File: config.mk
export PLATFORM = sky130hd
export DESIGN_NAME = fetch_queue
export DESIGN_NICKNAME = d
export VERILOG_FILES = /design/src/rtl/fetch_queue.sv
export SDC_FILE = /design/constraint.sdc
export NUM_CORES = 1
export LEC_CHECK = 0
export CAP_MARGIN = 20
export CORE_MARGIN = 1.5
export CORE_UTILIZATION = 45
export DETAILED_ROUTE_END_ITERATION = 16
export PLACE_DENSITY = 0.72
export SETUP_SLACK_MARGIN = 0.02
export SLEW_MARGIN = 20
export SYNTH_ARGS = -nofsm -noshare
export SYNTH_HDL_FRONTEND = slang
export SYNTH_SLANG_ARGS = --single-unit
File: constraint.sdc
create_clock -name i_clk -period 6.5 [get_ports i_clk]
set_input_delay 0.65 -clock i_clk [delete_from_list [all_inputs] [get_ports i_clk]]
set_output_delay 0.65 -clock i_clk [all_outputs]
set_load 0.02 [all_outputs]
File: src/rtl/fetch_queue.sv
// fetch_queue: sequential instruction fetch, in-order response buffer,
// DEPTH-entry {instr,pc} queue to decode, flush on redirect.
//
// Ports:
//   i_clk, i_resetn           clock, async active-low reset
//   o_imem_req/o_imem_addr    fetch request channel (i_imem_ready accepts)
//   i_imem_rvalid/i_imem_rdata in-order fetch responses
//   o_valid/o_instr/o_pc      queue head toward decode (i_ready pops)
//   i_redirect/i_redirect_pc  flush and restart fetch
module fetch_queue #(
  parameter int unsigned     XLEN      = 32,
  parameter int unsigned     DEPTH     = 4,
  parameter logic [XLEN-1:0] RESET_PC  = '0,
  parameter logic [XLEN-1:0] NOP_INSTR = 'h13
) (
  input  logic            i_clk,
  input  logic            i_resetn,
  output logic            o_imem_req,
  output logic [XLEN-1:0] o_imem_addr,
  input  logic            i_imem_ready,
  input  logic            i_imem_rvalid,
  input  logic [XLEN-1:0] i_imem_rdata,
  output logic            o_valid,
  output logic [XLEN-1:0] o_instr,
  output logic [XLEN-1:0] o_pc,
  input  logic            i_ready,
  input  logic            i_redirect,
  input  logic [XLEN-1:0] i_redirect_pc
);

  localparam int CW = $clog2(DEPTH + 1);
  localparam int AW = $clog2(DEPTH);

  logic [XLEN-1:0] f_pc;
  logic [XLEN-1:0] r_pc;
  logic [XLEN-1:0] q_instr [DEPTH];
  logic [XLEN-1:0] q_pc    [DEPTH];
  logic [AW-1:0]   head;
  logic [AW-1:0]   tail;
  logic [CW-1:0]   count;
  logic [CW-1:0]   outstanding;
  logic [CW-1:0]   drop_cnt;

  logic [CW:0]     inflight;
  logic            issue;
  logic            rsp;
  logic            drop;
  logic            push;
  logic            pop;
  logic [XLEN-1:0] redir_pc;
  logic [CW-1:0]   ostd_left;

  // Queue slots plus in-flight fetches may never exceed DEPTH,
  // so every response is guaranteed a free slot.
  assign inflight = {1'b0, count} + {1'b0, outstanding};

  assign o_imem_req = i_resetn && !i_redirect
                    && (inflight < (CW+1)'(DEPTH));
  assign o_imem_addr = f_pc;

  assign issue = o_imem_req && i_imem_ready;
  // A response with nothing outstanding is a protocol error: ignore it.
  assign rsp   = i_imem_rvalid && (outstanding != '0);
  assign drop  = rsp && (drop_cnt != '0);
  assign push  = rsp && !drop && !i_redirect;
  assign pop   = o_valid && i_ready && !i_redirect;

  assign redir_pc  = {i_redirect_pc[XLEN-1:2], 2'b00};
  assign ostd_left = outstanding - CW'(rsp);

  assign o_valid = (count != '0);
  assign o_instr = o_valid ? q_instr[head] : NOP_INSTR;
  assign o_pc    = o_valid ? q_pc[head] : r_pc;

  always_ff @(posedge i_clk or negedge i_resetn) begin
    if (!i_resetn) begin
      f_pc        <= RESET_PC;
      r_pc        <= RESET_PC;
      head        <= '0;
      tail        <= '0;
      count       <= '0;
      outstanding <= '0;
      drop_cnt    <= '0;
      for (int i = 0; i < DEPTH; i++) begin
        q_instr[i] <= NOP_INSTR;
        q_pc[i]    <= RESET_PC;
      end
    end else if (i_redirect) begin
      // Everything still in flight becomes stale and is dropped.
      f_pc        <= redir_pc;
      r_pc        <= redir_pc;
      head        <= '0;
      tail        <= '0;
      count       <= '0;
      outstanding <= ostd_left;
      drop_cnt    <= ostd_left;
    end else begin
      if (issue) begin
        f_pc <= f_pc + XLEN'(4);
      end
      outstanding <= outstanding + CW'(issue) - CW'(rsp);
      if (drop) begin
        drop_cnt <= drop_cnt - CW'(1);
      end
      if (push) begin
        q_instr[tail] <= i_imem_rdata;
        q_pc[tail]    <= r_pc;
        tail          <= tail + AW'(1);
        r_pc          <= r_pc + XLEN'(4);
      end
      if (pop) begin
        head <= head + AW'(1);
      end
      count <= count + CW'(push) - CW'(pop);
    end
  end

  a_rsp_ostd: assert property (
    @(posedge i_clk) disable iff (!i_resetn)
    i_imem_rvalid |-> (outstanding != '0)
  );

endmodule

==> flow_summary_export.csv <==
group,metric,value,unit
run_status,status,"complete, no violations",
logic_synthesis,async_flop_share,100,%
cts,cts.clk_slew.worst_paths,0.06,ns
logic_synthesis,yosysUniqueCellTypes,52,
logic_synthesis,synth_top_cell_by_area,"dfrtp_1",
detailed_routing,vias_per_cell,5.67,
placed_design,gp_congestion,0.904,
cts,postCtsSetupBuffers,0,
logic_synthesis,ys_seq_area_share,51.5,%
sta,relSlewSlack,31.7,%
logic_synthesis,synth_ff_type,"dfrtp_1",
logic_synthesis,synth_top_area_share,49.5,%
power,p_leak,8.30,nW
die,dieArea,35800,um2
global_routing,grt_pass1_wl,60500,um
setup_path,path_cells,"nor3_2 > buf_4 > inv_2 > buf_4 > o21ai_0 > clkdlybuf4s50_1",
logic_synthesis,synthTopCellsByArea,"dfrtp_1, mux2_2, mux4_2, nand2_1, dfstp_2",
setup_path,crit_buf_inv,4,
global_routing,grt-ovfl-total,0,
setup_path,r2r_setup_slack,2.96,ns
layout,drive_above_1_share,31.1,%
cts,postCtsHoldBufs,0,
setup_path,end_kind,"output pin",
sta,finalClockSkew,0.0232,ns
detailed_routing,drc,0,
global_routing,grt_max_degree,161,
detailed_routing,ant_nets,0,
die,io_pins,168,
setup_path,startpoint_type,"flop",
global_routing,antenna_found_initial,0,
setup_path,cpMaxStageDelayCell,"clkdlybuf4s50_1",
cts,cts.sinks,321,
global_routing,grt.total_usage,21.4,%
setup_path,cpPeakStageDelay,0.71,ns
logic_synthesis,syn_inst,1228,
cts,cts_root_buf,"clkbuf_16",
setup_path,path_max_fanout,35,
hold_path,hp-class,"primary input to async pin",
sta,fin_crit,4.25,ns
placed_design,hpwl,23700,um
setup_path,cp_common_cell,"buf_4",
sta,fmax,235,MHz
sta,rsz0062_at_grt,"false",
setup_path,worstPathRequired,5.85,ns
layout,diodes,0,
setup_path,cpLargestDelayFamily,"buffers and inverters",
placed_design,io_buffers,161,
detailed_routing,num_vias,10393,
layout,fin_nets,1439,
logic_synthesis,ys_ff_latch,321,
sta,worst_pin_slew,1.02,ns
cts,clkLatencyLatePin,0.52,ns
die,core,34400,um2
logic_synthesis,ys_warn_count,0,
logic_synthesis,syn_area,15600,um2
cts,cts_buffers,37,
power,p_per_area,420,nW/um2
sta,maxSlewViolCount,0,
detailed_routing,initialDrtViolationCount,588,
die,rows,68,
logic_synthesis,synth-edff-count,0,
global_routing,grt_pass1_vias,10897,
setup_path,crit_type,"flop to output pin",
detailed_routing,routedWlPerCell,20.6,um
sta,setup_viol,0,
logic_synthesis,syn_avg_cell_area,12.7,um2
die,die_h,189,um
power,peakVddDrop,270,uV
cts,cts_resized,0,
cts,htreeDepth,2,
sta,finalSetupTns,0,ns
detailed_routing,firstDrtPassIters,5,
sta,min_period_over_period,65.4,%
die,die_x,189,um
setup_path,cp.arrival,3.60,ns
layout,fin_util,54.8,%
cts,cts_tree,"done",
sta,hold_viol,0,
detailed_routing,wl,37900,um
logic_synthesis,yosysMostFrequentCell,"dfrtp_1",
cts,cts_buffer_depth,3,
die,initial_utilization,45.4,%
logic_synthesis,synth_common_cells,"dfrtp_1, mux2_2, nand2_1",
flow_run,cap_violations,0,
power,power.total,7.92,mW
layout,areaGrowthSynthToFinish,20.6,%
metal layers:
metal  track usage (%)  up-vias  part of all wire, %
met3              5.26       64                  7.3
met5                 0        -                    0
met1              28.7     5374                   43
met4              6.17        0                  2.4
li1                  -     4630                    -
met2              34.6      325                   47
final timing paths:
check / cells past startpoint / from / endpoint
max: 6 / count[1] / o_pc[7]
min: 1 / i_resetn / o_imem_addr[4]
max reg2reg: 11 / count[1] / outstanding[2]
min reg2reg: 1 / q_instr[40] / q_instr[40]
max in group asynchronous: 3 / i_resetn / head[0]
min in group i_clk: 1 / q_instr[40] / q_instr[40]
report_power, final:
group / switching (mW) / internal, mW
sequential: 0.389 / 2.47
clock: 0.828 / 1.44
combinational: 1.35 / 1.43
flip-flops by register name, indices dropped and copies added, names as in the netlist:
register / cells
outstanding: 3
drop_cnt: 3
count: 3
o_imem_addr: 30
q_instr: 128
tail: 2
q_pc: 120
head: 2
r_pc: 30
layout by cell type, fill, tap and decap left out, types with 29 or more instances in the layout:
| master | count |
|---|---|
| and2_1 | 34 |
| mux4_2 | 62 |
| nor2_1 | 29 |
| nand3_1 | 39 |
| dfrtp_1 | 307 |
| clkdlybuf4s50_1 | 159 |
| nand2_1 | 143 |
| mux2_2 | 258 |
| o21ai_0 | 44 |
| clkbuf_16 | 39 |
final cells by class:
type	instances	area [um2]
Timing Repair Buffer	174	1720
Tap cell	455	569
Fill cell	2881	15500
Inverter	21	78.8
Clock buffer	50	1080
Clock inverter	17	273
Sequential cell	321	8050
Multi-Input combinational cell	796	7070
cells by family (layout without fill, tap and decap cells):
group / Yosys count / count (layout) / synth area share [%]
buffers and inverters: 114 / 262 / 3.33
flip-flops: 321 / 321 / 51.5
XOR/XNOR: 44 / 44 / 2.47
multiplexers: 323 / 323 / 27.7
AND/OR/NAND/NOR: 330 / 330 / 10.4
adder cells (fa/ha/maj): 18 / 18 / 1.54
AO/OA/AOI/OAI: 77 / 77 / 3.01
other: 1 / 4 / 0.0240
per-stage QoR:
step | worst slack (ns) | std cells | hold slack [ns] | cell area, um2
detailed placement | 2.25 | 1766 | 0.490 | 17500
CTS | 2.16 | 1833 | 0.201 | 18800
global route | 2.09 | 1834 | 0.209 | 18800
finish | 2.25 | 1834 | 0.166 | 18800
floorplan | 3.52 | 1231 | 0.354 | 15600
global placement | 2.30 | 1766 | 0.483 | 17500
Power figures use the tool's default switching activity.
